`src/rtl/pulse_group_if.sv`:
```
// pulse_group_if
//  Host/trigger side signals of the pulse group counter.
//  master : drives Start, Abort, Capture_En, Trigger_in; observes the status outputs
//  slave  : the counter itself
//  Signals:
//   Start, Abort    one-cycle host requests (sync to clk)
//   Capture_En      global capture enable from group control
//   Trigger_in      external laser trigger, asynchronous to clk
//   Pulse_counts    index of current pulse in group (0 = none yet)
//   Pulse_valid     capture window open
//   Busy            group in progress
//   Group_done      one-cycle pulse when the group completes
//   Trig_miss       one-cycle pulse when a trigger edge was ignored
interface pulse_group_if;
  logic        Start;
  logic        Abort;
  logic        Capture_En;
  logic        Trigger_in;
  logic [15:0] Pulse_counts;
  logic        Pulse_valid;
  logic        Busy;
  logic        Group_done;
  logic        Trig_miss;

  modport master (
    output Start, Abort, Capture_En, Trigger_in,
    input  Pulse_counts, Pulse_valid, Busy, Group_done, Trig_miss
  );

  modport slave (
    input  Start, Abort, Capture_En, Trigger_in,
    output Pulse_counts, Pulse_valid, Busy, Group_done, Trig_miss
  );
endinterface

```
`src/rtl/pulse_group_counter.sv`:
```
// pulse_group_counter
//  Counts accepted laser trigger pulses within one accumulation group and opens a
//  fixed-length capture window (Pulse_valid) per accepted pulse.
//  Ports:
//   clk   system/ADC clock
//   rst   asynchronous, active-high reset
//   bus   pulse_group_if.slave (Start/Abort/Capture_En/Trigger_in in,
//         Pulse_counts/Pulse_valid/Busy/Group_done/Trig_miss out)
//
//  state  | meaning
//  IDLE   | no group; Pulse_counts holds its last value
//  ARMED  | group running, waiting for the next trigger edge
//  WINDOW | capture window open for CAPTURE_LEN cycles
//  DONE   | last window closed; Group_done issued on the way back to IDLE
module pulse_group_counter #(
  parameter int unsigned TOTAL_PULSE = 4,
  parameter int unsigned CAPTURE_LEN = 1024,
  parameter int unsigned WIN_W       = 16
) (
  input  logic         clk,
  input  logic         rst,
  pulse_group_if.slave bus
);

  localparam logic [1:0] IDLE   = 2'd0;
  localparam logic [1:0] ARMED  = 2'd1;
  localparam logic [1:0] WINDOW = 2'd2;
  localparam logic [1:0] DONE   = 2'd3;

  localparam logic [15:0]      LAST_PULSE = 16'(TOTAL_PULSE);
  localparam logic [WIN_W-1:0] WIN_LAST   = WIN_W'(CAPTURE_LEN - 1);

  logic [1:0]       state;
  logic             trig_sync1;
  logic             trig_sync2;
  logic             trig_sync3;
  logic             trig_rise;
  logic             cancel;
  logic [WIN_W-1:0] win_cnt;
  logic [15:0]      pulse_counts;
  logic             pulse_valid;
  logic             busy;
  logic             group_done;
  logic             trig_miss;

  // Two flops resolve metastability on the asynchronous trigger; the third
  // holds the previous synchronized level for rising-edge detection.
  always_ff @(posedge clk or posedge rst) begin
    if (rst) begin
      trig_sync1 <= 1'b0;
      trig_sync2 <= 1'b0;
      trig_sync3 <= 1'b0;
    end else begin
      trig_sync1 <= bus.Trigger_in;
      trig_sync2 <= trig_sync1;
      trig_sync3 <= trig_sync2;
    end
  end

  assign trig_rise = trig_sync2 & ~trig_sync3;

  // Abort and loss of Capture_En both cancel an active group; they outrank
  // trigger edges and window completion in the same cycle.
  assign cancel = bus.Abort | ~bus.Capture_En;

  always_ff @(posedge clk or posedge rst) begin
    if (rst) begin
      state        <= IDLE;
      win_cnt      <= '0;
      pulse_counts <= '0;
      pulse_valid  <= 1'b0;
      busy         <= 1'b0;
      group_done   <= 1'b0;
      trig_miss    <= 1'b0;
    end else begin
      group_done <= 1'b0;
      trig_miss  <= 1'b0;
      case (state)
        IDLE: begin
          if (bus.Start && bus.Capture_En && !bus.Abort) begin
            state        <= ARMED;
            pulse_counts <= '0;
            busy         <= 1'b1;
          end
        end

        ARMED: begin
          if (cancel) begin
            state        <= IDLE;
            win_cnt      <= '0;
            pulse_counts <= '0;
            pulse_valid  <= 1'b0;
            busy         <= 1'b0;
          end else if (trig_rise) begin
            state        <= WINDOW;
            pulse_counts <= pulse_counts + 16'd1;
            pulse_valid  <= 1'b1;
            win_cnt      <= '0;
          end
        end

        WINDOW: begin
          if (cancel) begin
            state        <= IDLE;
            win_cnt      <= '0;
            pulse_counts <= '0;
            pulse_valid  <= 1'b0;
            busy         <= 1'b0;
          end else begin
            // Any edge seen while the window is open, including its last
            // cycle, is dropped and flagged.
            trig_miss <= trig_rise;
            if (win_cnt == WIN_LAST) begin
              pulse_valid <= 1'b0;
              state       <= (pulse_counts == LAST_PULSE) ? DONE : ARMED;
            end else begin
              win_cnt <= win_cnt + 1'b1;
            end
          end
        end

        DONE: begin
          // Group_done is issued on leaving DONE so a cancel arriving here
          // can still suppress it.
          if (cancel) begin
            state        <= IDLE;
            win_cnt      <= '0;
            pulse_counts <= '0;
            pulse_valid  <= 1'b0;
            busy         <= 1'b0;
          end else begin
            state      <= IDLE;
            group_done <= 1'b1;
            busy       <= 1'b0;
          end
        end

        default: state <= IDLE;
      endcase
    end
  end

  assign bus.Pulse_counts = pulse_counts;
  assign bus.Pulse_valid  = pulse_valid;
  assign bus.Busy         = busy;
  assign bus.Group_done   = group_done;
  assign bus.Trig_miss    = trig_miss;

endmodule

```
`src/flat_wrapper.sv`:
```
// flat-port wrapper written by rule: the top's interface ports become plain ports
module pulse_group_counter_flat 
#(
  parameter int unsigned TOTAL_PULSE = 4,
  parameter int unsigned CAPTURE_LEN = 1024,
  parameter int unsigned WIN_W       = 16
)
  (clk, rst, bus_Start, bus_Abort, bus_Capture_En, bus_Trigger_in, bus_Pulse_counts, bus_Pulse_valid, bus_Busy, bus_Group_done, bus_Trig_miss);
  pulse_group_if bus_i ();
  input  logic clk;
  input  logic rst;
  input wire logic [$bits(bus_i.Start)-1:0] bus_Start;
  input wire logic [$bits(bus_i.Abort)-1:0] bus_Abort;
  input wire logic [$bits(bus_i.Capture_En)-1:0] bus_Capture_En;
  input wire logic [$bits(bus_i.Trigger_in)-1:0] bus_Trigger_in;
  output wire logic [$bits(bus_i.Pulse_counts)-1:0] bus_Pulse_counts;
  output wire logic [$bits(bus_i.Pulse_valid)-1:0] bus_Pulse_valid;
  output wire logic [$bits(bus_i.Busy)-1:0] bus_Busy;
  output wire logic [$bits(bus_i.Group_done)-1:0] bus_Group_done;
  output wire logic [$bits(bus_i.Trig_miss)-1:0] bus_Trig_miss;
  assign bus_i.Start = bus_Start;
  assign bus_i.Abort = bus_Abort;
  assign bus_i.Capture_En = bus_Capture_En;
  assign bus_i.Trigger_in = bus_Trigger_in;
  assign bus_Pulse_counts = bus_i.Pulse_counts;
  assign bus_Pulse_valid = bus_i.Pulse_valid;
  assign bus_Busy = bus_i.Busy;
  assign bus_Group_done = bus_i.Group_done;
  assign bus_Trig_miss = bus_i.Trig_miss;
  pulse_group_counter #(.TOTAL_PULSE(TOTAL_PULSE), .CAPTURE_LEN(CAPTURE_LEN), .WIN_W(WIN_W)) u_core (.clk(clk), .rst(rst), .bus(bus_i));
endmodule
```
`config.mk`:
```
export PLATFORM = sky130hd
export DESIGN_NAME = pulse_group_counter_flat
export DESIGN_NICKNAME = d
export VERILOG_FILES = /design/src/rtl/pulse_group_if.sv /design/src/rtl/pulse_group_counter.sv /design/src/flat_wrapper.sv
export SDC_FILE = /design/constraint.sdc
export NUM_CORES = 1
export LEC_CHECK = 0
export ABC_AREA = 0
export CAP_MARGIN = 30
export CORE_MARGIN = 8
export CORE_UTILIZATION = 62
export CTS_BUF_LIST = sky130_fd_sc_hd__clkbuf_2 sky130_fd_sc_hd__clkbuf_4 sky130_fd_sc_hd__clkbuf_8
export CTS_CLUSTER_SIZE = 25
export DETAILED_ROUTE_END_ITERATION = 16
export PLACE_DENSITY_LB_ADDON = 0.12
export SYNTH_ARGS = -nofsm -noshare
export SYNTH_HDL_FRONTEND = slang
export SYNTH_SLANG_ARGS = --single-unit
```
`constraint.sdc`:
```
create_clock -name clk -period 3.4 [get_ports clk]
set_input_delay 0.68 -clock clk [delete_from_list [all_inputs] [get_ports clk]]
set_output_delay 0.68 -clock clk [all_outputs]
set_load 0.02 [all_outputs]
```
==> results of run 1 <==
==> cells by family (layout without fill, tap and decap cells) <==
family	count (synthesis)	count (layout)	share of synthesized area
flip-flops	41	41	0.4525
AND/OR/NAND/NOR	108	108	0.2627
adder cells (fa/ha/maj)	8	8	0.04415
XOR/XNOR	12	12	0.04636
AO/OA/AOI/OAI	51	51	0.1435
multiplexers	3	3	0.01435
buffers and inverters	19	46	0.03642
==> metrics by stage <==
stage	cell area (µm²)	hold WS, ns
finish	2651	0.3576
global placement	2555	0.3330
floorplan	2267	0.3312
CTS	2651	0.3603
global route	2651	0.3657
detailed placement	2562	0.3403
==> state kept, by name, indices dropped and copies added, names as in the netlist <==
signal	flops
u_core.trig_sync1	1
u_core.bus.Pulse_counts	16
u_core.trig_sync2	1
u_core.bus.Busy	1
u_core.trig_sync3	1
u_core.bus.Pulse_valid	1
u_core.win_cnt	16
u_core.state	2
u_core.bus.Trig_miss	1
u_core.bus.Group_done	1
==> worst min path at each step <==
| stage | startpoint | endpoint | slack, ns |
|---|---|---|---|
| after floorplan | u_core.trig_sync1$_DFF_PP0_ | u_core.trig_sync2$_DFF_PP0_ | 0.33 |
| after global placement | u_core.trig_sync1$_DFF_PP0_ | u_core.trig_sync2$_DFF_PP0_ | 0.33 |
| after detailed placement | u_core.trig_sync1$_DFF_PP0_ | u_core.trig_sync2$_DFF_PP0_ | 0.34 |
| after CTS | u_core.trig_sync1$_DFF_PP0_ | u_core.trig_sync2$_DFF_PP0_ | 0.36 |
| after global routing | u_core.trig_sync1$_DFF_PP0_ | u_core.trig_sync2$_DFF_PP0_ | 0.37 |
| final | u_core.trig_sync1$_DFF_PP0_ | u_core.trig_sync2$_DFF_PP0_ | 0.36 |
==> power groups by stage <==
stage | combinational, mW | clock, mW | sequential (mW)
finish | 0.494 | 0.345 | 0.551
global route | 0.550 | 0.363 | 0.554
CTS | 0.490 | 0.349 | 0.550
detailed placement | 0.487 | 0 | 0.559
global placement | 0.468 | 0 | 0.557
floorplan | 0.318 | 0 | 0.575
==> synthesized netlist by cell type, drive strengths merged, types with 2 or more instances <==
cell	count	area [µm²]
nand2	16	60.06
o21ai	22	110.1
nand3	15	75.07
a21oi	11	58.81
a22o	2	17.52
and2	6	37.54
o41ai	2	17.52
nand3b	2	15.01
buf	4	26.27
and4	3	26.28
xnor2	2	17.52
nand4	11	68.82
a32o	2	20.02
nor2b	3	26.27
ha	8	100.1
clkbuf	7	26.28
dfrtp	41	1026
inv	8	30.03
nor2	24	90.09
or3	5	31.28
or2	2	12.51
mux2	2	22.52
or4	4	37.53
nor4	5	31.28
and3	6	37.54
a31oi	4	25.02
xor2	10	87.58
==> critical path: stages <==
cell and delay (ns):
clkdlybuf4s50_1 0.53, nor2b_1 0.51, and2_1 0.38, nand2_1 0.11
or4_1 0.47, nand3_1 0.09
==> per-layer routing <==
metal	GRT usage	vias up	wire length (µm)
met3	0.04363	5	280
met5	0	-	0
met4	0.07308	0	73
met1	0.2455	920	2409
li1	-	934	-
met2	0.2708	59	2334
==> area by class of cell <==
class | instances | area share
flip-flops and latches | 41 | 0.3870
clock buffers | 6 | 0.01935
inverters | 8 | 0.01133
multi-input cells | 182 | 0.4370
well taps | 48 | 0.02265
repair buffers | 30 | 0.1085
clock inverters | 2 | 0.01416
==> flow_metrics.tcl, run 1 <==
set metrics [dict create \
    powerDensity_nw_per_um2 524.0 \
    r2r_end "u_core.win_cnt[6]$_DFFE_PP0P_" \
    fin_ws_ns 0.9475 \
    rsz0062_at_grt "false" \
    wl_per_cell_um 16.08 \
    path_max_fanout 10 \
    synthArstFlopShare 1.000 \
    period_share 0.7213 \
    ctsResizeCount 0 \
    fp.dieW_um 76.47 \
    clock_latency_ns 0.37 \
    viasPerCell 6.050 \
    avgSynthCellArea_um2 9.368 \
    cts-root-buf "clkbuf_4" \
    ctsHoldBuffers 0 \
    slew_viol_final 0 \
    overflow 0 \
    fin_util 0.7409 \
    core_um2 3578 \
    synth-edff-count 0 \
    crit_path_start_kind "primary input" \
    tritoncts "done" \
    finalPower_mw 1.389 \
    htree_num_levels 2 \
    yosysSeqAreaShare 0.4525 \
    routed-via-count 1918 \
    cp.arrival_ns 2.77 \
    antenna_found_initial 0 \
    seqCellArea_um2 1026 \
    ff2ff_setup_slack_ns 1.17 \
    layout.cells.non_filler 317 \
    finalCriticalPeriod_ns 2.452 \
    required_ns 3.72 \
    setup_viol 0 \
    clock_sinks 41 \
    antenna_cells 0 \
    drt_first_pass_iters 4 \
    multi_input_area_um2 1159 \
    pwr-share-clk 0.248 \
    track_usage 0.1815 \
    ys_dominant_reg_cell "dfrtp_1" \
    seqPwrFrac 0.396 \
    endpoint "u_core.win_cnt[14]$_DFFE_PP0P_" \
    cts_buffer_depth 2 \
    status "finished, final reports clean" \
    die_y_um 76.47 \
    pin_count 26 \
    cap_violations 0 \
    drc_errors 0 \
    switchingPower_mw 0.5012 \
    grt_pass1_vias 1896 \
    cp-end-kind "flip-flop" \
    die-area_um2 5848 \
    grt_first_pass_wirelength_um 8838 \
    ant_nets 0 \
    reg2reg_from "u_core.state[0]$_DFFE_PP0P_" \
    hold_depth 0 \
    final_cell_mix "dfrtp_1 (41), clkdlybuf4s50_1 (25), nor2_1 (24)" \
    place_inst 309 \
    path_class "primary input to flip-flop" \
    swShare 0.3607 \
    dp_slack_ns 0.5595 \
    rows 22 \
    syn2layout_area_growth_pct 16.94 \
    fin_skew_ns 0.01165 \
    numPortBuffers 25 \
    cts-buffers-inserted 5 \
    dp_hpwl_um 3596 \
    drt_iter0_markers 261 \
    intPower_mw 0.8882 \
    ys_types 47 \
    layout_commonest_cell "dfrtp_1" \
    timing.critical_path.from "bus_Capture_En" \
    worst_pin_slew_ns 0.5763 \
    hold_viol 0 \
    grt_max_degree 42 \
    min_path_type "flip-flop to flip-flop" \
    ys_ff_latch 41 \
    start_util 0.6336 \
    fill_cells 282 \
    p_leak_nw 1.117 \
    syn-num-nets 256 \
    nets 282 \
    path_clk_slew_ns 0.13 \
    drive_above_1_share 0.08550 \
    syn-cell-area_um2 2267 \
    cts_setup_buffers 0 \
    ir_drop_uv 368.6 \
    syn_inst 242 \
    yosysWarningCount 0 \
    gp_congestion 0.8592 \
    reg2regPathDepth 7 \
    p_comb_frac 0.355 \
    setup_tns_ns 0 \
    wl_um 5098 \
    slew_headroom 0.6150 \
    fmax_mhz 407.7 \
]
No activity file was read; power rests on OpenSTA's default activity.
==> inputs of run 2 (changes only) <==
- CORE_UTILIZATION: 62 -> 52
- clock period: 3.4 -> 2.2 ns (I/O delays scaled with it)
==> run 2 against run 1 <==
Effect of this change:
- clock skew shrank 0.0041 ns
- largest cell class unchanged
- hold slack got worse by 0.0047 ns
- flip-flop and latch count stayed put
- die area is 15% higher
- power rose by 74%
- first-iteration DRC count decreased by 58%
- critical path depth shrank 2
- worst setup slack lost 0.83 ns
- design area rose by 6.8%
- cell count is 6.0% higher
- routed wire length is 4.3% higher
==> flow_metrics.tcl, run 2 (synthesis results as in run 1) <==
set metrics [dict create \
    status "finished, final reports clean" \
    setup_tns_ns 0 \
    crit_path_start_kind "flip-flop" \
    grt_max_degree 42 \
    fill_cells 356 \
    gp_congestion 0.8671 \
    path_class "flip-flop to flip-flop" \
    ir_drop_uv 718.4 \
    fin_ws_ns 0.1213 \
    required_ns 2.39 \
    pin_count 26 \
    drt_first_pass_iters 4 \
    grt_pass1_vias 1964 \
    hold_depth 0 \
    wl_per_cell_um 15.82 \
    fp.dieW_um 82.03 \
    cp-end-kind "flip-flop" \
    antenna_cells 0 \
    final_cell_mix "dfrtp_1 (40), clkdlybuf4s50_1 (25), nor2_1 (24)" \
    layout_commonest_cell "dfrtp_1" \
    nets 297 \
    antenna_found_initial 0 \
    numPortBuffers 25 \
    drc_errors 0 \
    period_share 0.9448 \
    powerDensity_nw_per_um2 851.6 \
    worst_pin_slew_ns 0.5555 \
    cts-root-buf "clkbuf_8" \
    fin_util 0.6643 \
    clock_sinks 41 \
    routed-via-count 1978 \
    drt-met1-wl_um 2335 \
    die_y_um 82.03 \
    track_usage 0.1750 \
    start_util 0.5317 \
    die-area_um2 6729 \
    rows 24 \
    slew_viol_final 0 \
    tritoncts "done" \
    syn2layout_area_growth_pct 24.94 \
    fmax_mhz 481.1 \
    dp_hpwl_um 3871 \
    htree_num_levels 2 \
    fin_skew_ns 0.007567 \
    drt_iter0_markers 109 \
    top_layer "met4" \
    clock_latency_ns 0.30 \
    grt_first_pass_wirelength_um 9218 \
    core_um2 4264 \
    cap_violations 0 \
    hold_viol 0 \
    setup_viol 0 \
    hold-worst-slack_ns 0.3529 \
    ant_nets 0 \
    route.met3.wl_um 192 \
    cp.arrival_ns 2.27 \
    wl_met2_um 2712 \
    slew_headroom 0.6268 \
    finalCriticalPeriod_ns 2.079 \
    viasPerCell 5.887 \
    overflow 0 \
    ctsHoldBuffers 0 \
    cts_buffer_depth 2 \
    rsz0062_at_grt "false" \
    reg2regPathDepth 4 \
    cts-buffers-inserted 5 \
    p_leak_nw 1.207 \
    wl_um 5317 \
    drive_above_1_share 0.1549 \
    path_clk_slew_ns 0.08 \
    dp_slack_ns -0.1655 \
    min_path_type "flip-flop to flip-flop" \
    path_max_fanout 9 \
]
-- run 2: power by group --
group / internal, mW / switching, mW / total, mW
Clock: 0.382 / 0.261 / 0.644
Combinational: 0.417 / 0.495 / 0.912
Sequential: 0.807 / 0.0500 / 0.857
-- run 2: final cells by class --
type                       count  area (µm²)  area share
inverter                       8       30.03     0.01060
multi-input combinational    182        1177      0.4156
tap                           52       65.06     0.02297
sequential                    41        1027      0.3626
clock buffer                   7       90.09     0.03180
timing repair buffer          45       412.9      0.1458
clock inverter                 1       30.03     0.01060
-- run 2: metal layers --
layer	vias to the layer above	global-route usage
li1	965	-
met1	965	0.2049
met2	39	0.3023
met3	9	0.04486
met4	0	0.06140
met5	-	0
-- run 2: worst paths after layout --
check / from / to / slack (ns)
setup / recovery: u_core.win_cnt[11]$_DFFE_PP0P_ / u_core.win_cnt[0]$_DFFE_PP0P_ / 0.12
hold / removal: u_core.trig_sync1$_DFF_PP0_ / u_core.trig_sync2$_DFF_PP0_ / 0.35
setup reg to reg: u_core.win_cnt[11]$_DFFE_PP0P_ / u_core.win_cnt[0]$_DFFE_PP0P_ / 0.12
hold reg to reg: u_core.trig_sync1$_DFF_PP0_ / u_core.trig_sync2$_DFF_PP0_ / 0.35
max in group asynchronous: rst / u_core.state[1]$_DFFE_PP0P_ / 1.24
min in group asynchronous: rst / u_core.bus.Pulse_counts[9]$_DFFE_PP0P_ / 0.56
-- run 2: metrics by stage --
| stage | power, mW | cells | area (µm²) |
|---|---|---|---|
| floorplan | 1.380 | 242 | 2267 |
| global placement | 1.721 | 327 | 2685 |
| detailed placement | 1.739 | 327 | 2685 |
| CTS | 2.393 | 335 | 2805 |
| global route | 2.558 | 336 | 2833 |
| finish | 2.412 | 336 | 2833 |
-- run 2: worst max-delay path, cell delays in order (launching register included) --
cell and delay, ns:
dfrtp_1 0.42, or4_4 0.53, or4_4 0.57, nor2b_4 0.18, mux2_2 0.26
-- run 2: timing repair --
item                                    in CTS  in global routing
buffers inserted                             0                  1
endpoints found under the setup margin       0                 11
gates resized for setup                      0                  7
